--- src/rtl/ex_muldiv_if.sv ---
// ID/EX-side bundle for the RV32M unit: pipeline register inputs plus the
// stall request and the register-file write port.
interface ex_muldiv_if;
    logic [31:0] inst;
    logic [31:0] op1;
    logic [31:0] op2;
    logic [4:0]  rd_addr;
    logic        rd_wen;
    logic        flush;
    logic        hold;
    logic [31:0] rd_data;
    logic [4:0]  rd_addr_o;
    logic        rd_wen_o;

    modport master (
        output inst, op1, op2, rd_addr, rd_wen, flush,
        input  hold, rd_data, rd_addr_o, rd_wen_o
    );

    modport slave (
        input  inst, op1, op2, rd_addr, rd_wen, flush,
        output hold, rd_data, rd_addr_o, rd_wen_o
    );
endinterface

--- src/rtl/ex_muldiv.sv ---
// RV32M multiply/divide for the execute stage: single-cycle registered multiply,
// 32-cycle restoring divide, one register-file write per M-op.
module ex_muldiv (
    input  logic       sys_clk,
    input  logic       sys_rst_n,
    ex_muldiv_if.slave io
);
    typedef enum logic [1:0] {S_IDLE, S_MUL, S_DIV, S_DONE} state_t;

    state_t      state, state_nx;
    logic [31:0] a_q, b_q, res_q, rem_q, quo_q, dvs_q;
    logic [2:0]  f3_q;
    logic [4:0]  rda_q, cnt_q;
    logic        rdw_q;

    logic        mop, start, in_zero, in_ovf, in_special, in_sgn;
    logic [2:0]  f3_in;
    logic [31:0] special_res;
    logic        unused_inst;

    assign unused_inst = ^{io.inst[24:15], io.inst[11:7]};

    assign mop        = (io.inst[6:0] == 7'b0110011) && (io.inst[31:25] == 7'b0000001);
    assign f3_in      = io.inst[14:12];
    assign start      = (state == S_IDLE) && mop && !io.flush;
    assign in_sgn     = ~f3_in[0];
    assign in_zero    = (io.op2 == 32'd0);
    assign in_ovf     = in_sgn && (io.op1 == 32'h8000_0000) && (io.op2 == 32'hFFFF_FFFF);
    assign in_special = f3_in[2] && (in_zero || in_ovf);
    // f3[1] distinguishes REM/REMU from DIV/DIVU
    assign special_res = in_zero ? (f3_in[1] ? io.op1 : 32'hFFFF_FFFF)
                                 : (f3_in[1] ? 32'd0  : 32'h8000_0000);

    // Multiply: 33-bit extension picks signed/unsigned per operand.
    logic signed [32:0] ma, mb;
    logic signed [65:0] prod;
    assign ma   = {(f3_q[1:0] != 2'b11) & a_q[31], a_q};
    assign mb   = {(f3_q[1] == 1'b0) & b_q[31], b_q};
    assign prod = ma * mb;

    // Restoring divide step: dividend bits shift out of quo_q as quotient bits shift in.
    logic [32:0] trial;
    logic        q_bit, d_sgn, q_neg, r_neg;
    logic [31:0] rem_nx, quo_nx, div_res;
    assign trial   = {rem_q, quo_q[31]} - {1'b0, dvs_q};
    assign q_bit   = ~trial[32];
    assign rem_nx  = q_bit ? trial[31:0] : {rem_q[30:0], quo_q[31]};
    assign quo_nx  = {quo_q[30:0], q_bit};
    assign d_sgn   = ~f3_q[0];
    assign q_neg   = d_sgn & (a_q[31] ^ b_q[31]);
    assign r_neg   = d_sgn & a_q[31];
    assign div_res = f3_q[1] ? (r_neg ? -rem_nx : rem_nx)
                             : (q_neg ? -quo_nx : quo_nx);

    always_ff @(posedge sys_clk or negedge sys_rst_n) begin
        if (!sys_rst_n) state <= S_IDLE;
        else            state <= state_nx;
    end

    always_comb begin
        state_nx = state;
        case (state)
            S_IDLE: if (start) state_nx = !f3_in[2] ? S_MUL : (in_special ? S_DONE : S_DIV);
            S_MUL:  state_nx = S_DONE;
            S_DIV:  if (cnt_q == 5'd31) state_nx = S_DONE;
            S_DONE: state_nx = S_IDLE;
            default: state_nx = S_IDLE;
        endcase
    end

    // hold is forced low while reset is asserted so the stall releases at once.
    always_comb begin
        io.hold      = sys_rst_n && (start || (state == S_MUL) || (state == S_DIV));
        io.rd_wen_o  = 1'b0;
        io.rd_addr_o = 5'd0;
        io.rd_data   = 32'd0;
        if (state == S_DONE) begin
            io.rd_wen_o  = rdw_q;
            io.rd_addr_o = rda_q;
            io.rd_data   = res_q;
        end
    end

    always_ff @(posedge sys_clk or negedge sys_rst_n) begin
        if (!sys_rst_n) begin
            a_q   <= '0;
            b_q   <= '0;
            f3_q  <= '0;
            rda_q <= '0;
            rdw_q <= 1'b0;
            res_q <= '0;
            rem_q <= '0;
            quo_q <= '0;
            dvs_q <= '0;
            cnt_q <= '0;
        end else begin
            case (state)
                S_IDLE: if (start) begin
                    a_q   <= io.op1;
                    b_q   <= io.op2;
                    f3_q  <= f3_in;
                    rda_q <= io.rd_addr;
                    rdw_q <= io.rd_wen;
                    res_q <= special_res;
                    rem_q <= '0;
                    quo_q <= (in_sgn && io.op1[31]) ? -io.op1 : io.op1;
                    dvs_q <= (in_sgn && io.op2[31]) ? -io.op2 : io.op2;
                    cnt_q <= '0;
                end
                S_MUL: res_q <= (f3_q == 3'b000) ? prod[31:0] : prod[63:32];
                S_DIV: begin
                    rem_q <= rem_nx;
                    quo_q <= quo_nx;
                    cnt_q <= cnt_q + 5'd1;
                    if (cnt_q == 5'd31) res_q <= div_res;
                end
                default: ;
            endcase
        end
    end
endmodule

--- src/flat_wrapper.sv ---
// flat-port wrapper written by rule: the top's interface ports become plain ports
module ex_muldiv_flat 
  (sys_clk, sys_rst_n, io_inst, io_op1, io_op2, io_rd_addr, io_rd_wen, io_flush, io_hold, io_rd_data, io_rd_addr_o, io_rd_wen_o);
  ex_muldiv_if io_i ();
  input  logic sys_clk;
  input  logic sys_rst_n;
  input wire logic [$bits(io_i.inst)-1:0] io_inst;
  input wire logic [$bits(io_i.op1)-1:0] io_op1;
  input wire logic [$bits(io_i.op2)-1:0] io_op2;
  input wire logic [$bits(io_i.rd_addr)-1:0] io_rd_addr;
  input wire logic [$bits(io_i.rd_wen)-1:0] io_rd_wen;
  input wire logic [$bits(io_i.flush)-1:0] io_flush;
  output wire logic [$bits(io_i.hold)-1:0] io_hold;
  output wire logic [$bits(io_i.rd_data)-1:0] io_rd_data;
  output wire logic [$bits(io_i.rd_addr_o)-1:0] io_rd_addr_o;
  output wire logic [$bits(io_i.rd_wen_o)-1:0] io_rd_wen_o;
  assign io_i.inst = io_inst;
  assign io_i.op1 = io_op1;
  assign io_i.op2 = io_op2;
  assign io_i.rd_addr = io_rd_addr;
  assign io_i.rd_wen = io_rd_wen;
  assign io_i.flush = io_flush;
  assign io_hold = io_i.hold;
  assign io_rd_data = io_i.rd_data;
  assign io_rd_addr_o = io_i.rd_addr_o;
  assign io_rd_wen_o = io_i.rd_wen_o;
  ex_muldiv u_core (.sys_clk(sys_clk), .sys_rst_n(sys_rst_n), .io(io_i));
endmodule
--- config.mk ---
export PLATFORM = sky130hd
export DESIGN_NAME = ex_muldiv_flat
export DESIGN_NICKNAME = d
export VERILOG_FILES = /design/src/rtl/ex_muldiv_if.sv /design/src/rtl/ex_muldiv.sv /design/src/flat_wrapper.sv
export SDC_FILE = /design/constraint.sdc
export NUM_CORES = 2
export LEC_CHECK = 0
export BUFFER_PORTS_ARGS = -buffer_cell sky130_fd_sc_hd__buf_2
export CORE_MARGIN = 8
export CORE_UTILIZATION = 45
export DETAILED_ROUTE_END_ITERATION = 10
export PLACE_DENSITY = 0.58
export SLEW_MARGIN = 20
export SYNTH_ARGS = -nofsm -noshare
export SYNTH_HDL_FRONTEND = slang
export SYNTH_SLANG_ARGS = --single-unit
--- constraint.sdc ---
create_clock -name sys_clk -period 16.93 [get_ports sys_clk]
set_clock_uncertainty 0.05 [all_clocks]
set_input_delay 0.8465 -clock sys_clk [delete_from_list [all_inputs] [get_ports sys_clk]]
set_output_delay 0.8465 -clock sys_clk [all_outputs]
set_load 0.01 [all_outputs]
# After elaboration in Yosys (flattened, before gate mapping)
# Cells that the tools add are included.
# word_totals
reg_bits,208
in_bits,105
out_inout_bits,39
word_cells,87
# classes
n_addsub,6
n_mul,1
n_eq_ne,11
mux,27
bitwise_logic,9
reduce_logical,22
# ops
op,n
32-bit 2-to-1 mux,15
32-bit negator,4
32-bit one-hot mux with 2 select lines,2
32-bit one-hot mux with 3 select lines,1
32-bit == test (second input constant),2
33-bit by 33-bit multiplier with 64-bit output,1
33-bit by 32-bit subtractor with 33-bit output,1
32-bit zero test,1
5-bit 2-to-1 mux,2
5-bit one-hot mux with 2 select lines,1
1-bit logical AND,9
2-bit one-hot mux with 4 select lines,1
7-bit by 1-bit == test with 1-bit output (second input constant),1
7-bit by 6-bit == test with 1-bit output (second input constant),1
2-bit 2-to-1 mux,3
2-bit AND reduction,3
5-bit by 1-bit adder with 5-bit output (second input constant),1
5-bit == test (second input constant),1
1-bit AND,4
2-bit == test (second input constant),2
2-bit by 1-bit inequality test with 1-bit output (second input constant),2
1-bit inverter,4
3-bit zero test,1
1-bit logical OR,3
other kinds (9),10

# Logic depth before layout (Yosys ltp)
# logic_depth
depth_word,9
depth_mapped,33
mapped_depth_nobuf,30

# Worst setup path after synthesis
# Ideal clock, no wire load.
# synth_timing
kind,register to register
from,register u_core.a_q[31]
to,register u_core.res_q[28]
setup_time_ns,0.126
arrival_ns,8.687
t_required_ns,16.754
setup_slack_ns,8.067
path_stages_with_launch,32
n_path_buf,3
period_less_slack_ns,8.863
cell_sequence,dfrtp_1 > clkbuf_1 > a21boi_0 > clkbuf_1 > clkbuf_1 > nand2_1 > fa_1 > fa_1 > inv_1 > fa_1 > inv_1 > fa_1 > inv_1 > fa_1 > fa_1 > fa_1 > inv_1 > fa_1 > inv_1 > ha_1 > nand2_1 > nor2_1 > nand4_1 > a211oi_1 > o21ai_0 > and3b_1 > o311a_1 > a21oi_1 > xor2_1 > a22oi_1 > nor2_1 > a221o_1
# synth_via
elab_chain_len,6
elab_cells_between_ends,11
classes_between,mul: 1; mux: 6; bitwise: 4
# synth_rtl
item,line_no,source
"start, declared",ex_muldiv.sv:11,"logic [31:0] a_q, b_q, res_q, rem_q, quo_q, dvs_q;"
"start signal, assigned",ex_muldiv.sv:99,a_q <= io.op1;
"parallel branches: the longest is 5 deep, another holds 33-bit by 33-bit multiplier with 64-bit output",-,
32-bit one-hot mux with 3 select lines *,ex_muldiv.sv:97,case (state)
"end signal, assigned",ex_muldiv.sv:104,res_q <= special_res;
"end signal, assigned",ex_muldiv.sv:110,S_MUL: res_q <= (f3_q == 3'b000) ? prod[31:0] : prod[63:32];
"end signal, assigned",ex_muldiv.sv:115,if (cnt_q == 5'd31) res_q <= div_res;
"end, declared",ex_muldiv.sv:11,
# Mark *: on every way between the ends. The select of a mux whose other input is x is not followed.
# A chain may end at the register's enable or synchronous reset.

# Worst setup path in the final report
# layout_timing
from,register u_core.f3_q[1]
to,register u_core.res_q[28]
# layout_via
elab_chain_len,5
elab_cells_between_ends,10
classes_between,mul: 1; eq/ne: 1; mux: 4; bitwise: 3; reduce/logical: 1
# layout_rtl
item,line_no,source
"start, declared",ex_muldiv.sv:12,logic [2:0] f3_q;
"start signal, assigned",ex_muldiv.sv:101,f3_q <= f3_in;
2-bit inequality test or 1-bit inverter (tied branches),"ex_muldiv.sv:37, ex_muldiv.sv:38",
"1-bit AND, on equally long branches","ex_muldiv.sv:37, ex_muldiv.sv:38",
33-bit by 33-bit multiplier with 64-bit output,ex_muldiv.sv:39,assign prod = ma * mb;
32-bit 2-to-1 mux,ex_muldiv.sv:110,
32-bit one-hot mux with 3 select lines *,ex_muldiv.sv:97,
# Mark *: on every way between the ends. The rest lies on a longest branch, timed or not. The select of a mux whose other input is x is not followed.

==> metrics <==
status=complete, no violations; # hold bufs at CTS=0; crit path launch type=flop; Max VDD drop=0.157 mV; required time worst endpoint=17.32 ns; max-cap violation count=0; WHS=0.225 ns; H-tree Lvls=1; pwr dens=49.5 nW/um^2; Worst R2R End=u_core.res_q[28]; Slew @ Worst Pin=1.12 ns; Post CTS Setup Buffer Count=0; share of power burned in registers=25.1%; GRT overflow=0; Leakage Power=27.9 nW; Main synth FF type=dfrtp_1; Final Max Slew Viols=0; crit path max fanout=43; die height=360 um; Mean Syn Cell Area=8.65 sq um; initial antenna violation count=7; CP peak stage delay=0.85 ns; switching share of total power=47.5%; most frequent cells in the layout=inv_1, fa_1, nand2_1, and2_1, ha_1; Slew headroom=24.7%; first-pass GRT wire length=257 mm; WL final=162 mm; Fin Setup TNS=0 ns; starting density of the core=45.2%; net count after synthesis=7627; Setup crit end kind=flop; number of nets in the layout=7516; layout cells sized above 1=5.39%; Hold WC Path Type=input pin to async pin; CTS clk-pin slew, worst paths=0.07 ns; row count=126; GR Layer Usage met2=41.7%; DRT iter0 DRCs=3196; GRT Util Overall=25.1%; gpl congestion=0.946; Max Clk Rate=0.0978 GHz; CTS max path bufs=3; vias in the first global route=43800; largest net degree at the start of global routing=135; CTS root buf=clkbuf_16; core area=118000 sq um; Final HPWL DP=126 mm; Netlist cell types=100; register-to-register path setup slack=6.70 ns; worst r2r src=u_core.f3_q[1]; Initial DRT Pass Iterations=5; Post-synth EDFFs=0; #FFs+latches synth=207; Final Setup Violations=0; WS Path Type=flop to flop; Buffers on Ports=128; synthesis-to-finish area growth=5.35%; Seq/Total Area, Yosys=9.75%; Worst path slowest cell=fa_1; multi-input logic area=42200 sq um; post-synthesis instance total=6140; met1 usage=34.5%; most common library cell in the layout ignoring fill and taps=inv_1; Synth Cell Area=53100 sq um; DR DRC count=0; clock latency on the worst-skew pair=0.57 ns; met3 GRT Util=2.56%; RSZ-0062 raised after global routing=no; CP Data Arrival Time=10.62 ns; CTS buffer count=26; Via-to-Cell Ratio=5.52; P_int=1.45 mW; Die ar.=129000 sq um; clock share of power=22.1%; CTS tree=yes; Fill cells=11600; Via Count=41900; Sink Count=207; Detail Route Antenna Nets=0; synth warn=0; Fin. Hold Viols=0; min Tclk post-route=10.23 ns; routed wire length per instance=21.4 um; R2R cell count=32; post-cts resize count=0; global route hottest layer=met2; net load switching power=1.32 mW; Logic pwr share=52.8%; flip-flop and latch area=5190 sq um; fin crit share=60.4%; asr flop ratio synth=100%; die width=360 um; io pins=144
worst max-delay path: cells and delay by family, from the launching register on:
| family | cells | cell delay [ns] |
|---|---|---|
| AO/OA/AOI/OAI | 7 | 1.63 |
| XOR/XNOR | 1 | 0.09 |
| adder cells (fa/ha/maj) | 9 | 5.11 |
| buffers and inverters | 9 | 1.74 |
| flip-flops | 1 | 0.33 |
| AND/OR/NAND/NOR | 6 | 1.10 |
worst max path at each step:
stage | startpoint | end | slack (ns) | depth (start not counted)
after global placement | u_core.f3_q[1] | u_core.res_q[28] | 6.78 | 32
after floorplan | u_core.a_q[31] | u_core.res_q[28] | 8.07 | 31
final | u_core.f3_q[1] | u_core.res_q[28] | 6.70 | 32
after detailed placement | u_core.f3_q[1] | u_core.res_q[28] | 6.72 | 32
after global routing | u_core.f3_q[1] | u_core.res_q[28] | 6.26 | 32
after CTS | u_core.f3_q[1] | u_core.res_q[28] | 6.66 | 32
cells by family (layout without fill, tap and decap cells):
family | Yosys count | count (layout) | synth area share, %
simple gates | 2015 | 2015 | 17.8
buf+inv | 1536 | 1444 | 10.9
fa+ha+maj | 1382 | 1382 | 48.5
compound gates | 777 | 777 | 9.35
flops | 207 | 207 | 9.75
xor+xnor | 194 | 194 | 3.20
mux | 29 | 29 | 0.553
other cells | 0 | 3 | 0
flip-flops by register name (all words and copies together), names as in the netlist:
name / count
u_core.quo_q: 32
u_core.rem_q: 32
u_core.rdw_q: 1
u_core.rda_q: 5
u_core.cnt_q: 5
u_core.b_q: 31
u_core.dvs_q: 32
u_core.f3_q: 3
u_core.a_q: 32
u_core.state: 2
u_core.res_q: 32
power groups by stage:
stage	registers, mW	clock network (mW)	logic, mW
detailed placement	0.695	0	1.43
finish	0.695	0.611	1.46
CTS	0.688	0.615	1.43
global route	0.703	0.637	1.58
floorplan	0.651	0	1.01
global placement	0.696	0	1.41
cells in the mapped netlist, drive strengths merged (24+ instances only):
cell / n / share of area (%)
or3: 26 / 0.31
nand2: 1110 / 7.8
a21o: 73 / 1.0
a31oi: 24 / 0.28
o21ai: 248 / 2.4
xor2: 87 / 1.4
nand3: 30 / 0.29
o211ai: 26 / 0.38
nand4: 42 / 0.53
fa: 1126 / 42
ha: 256 / 6.0
nand2b: 32 / 0.38
o31ai: 24 / 0.35
nor4: 26 / 0.37
xnor2: 107 / 1.8
nor3: 57 / 0.56
nor2: 191 / 1.4
inv: 1183 / 8.4
and2: 406 / 4.8
mux2i: 26 / 0.49
dfrtp: 207 / 9.8
clkbuf: 329 / 2.3
a21oi: 210 / 2.0
cell type report:
| cell class | instances | area share (%) |
|---|---|---|
| tap | 1536 | 3.43 |
| clock inverter | 13 | 0.369 |
| inverter | 1185 | 7.95 |
| clock buffer | 34 | 1.27 |
| sequential | 207 | 9.28 |
| antenna | 3 | 0.0134 |
| timing repair buffer | 212 | 2.32 |
| multi-input combinational | 4397 | 75.4 |
per-layer routing:
| layer | vias up | wire length [um] |
|---|---|---|
| li1 | 18500 | - |
| met1 | 21700 | 68400 |
| met2 | 1442 | 76700 |
| met3 | 289 | 10500 |
| met4 | 4 | 6460 |
| met5 | - | 27 |
per-stage QoR:
stage | setup slack [ns] | std cells | power, mW | utilization [%] | cell area [sq um]
floorplan | 8.07 | 6140 | 1.66 | - | 53100
global placement | 6.78 | 7536 | 2.10 | 46.8 | 55000
detailed placement | 6.72 | 7537 | 2.12 | 46.8 | 55000
CTS | 6.66 | 7584 | 2.73 | 47.6 | 56000
global route | 6.26 | 7585 | 2.92 | 47.6 | 56000
finish | 6.70 | 7587 | 2.77 | 47.6 | 56000
(Power assumes the default switching activity.)
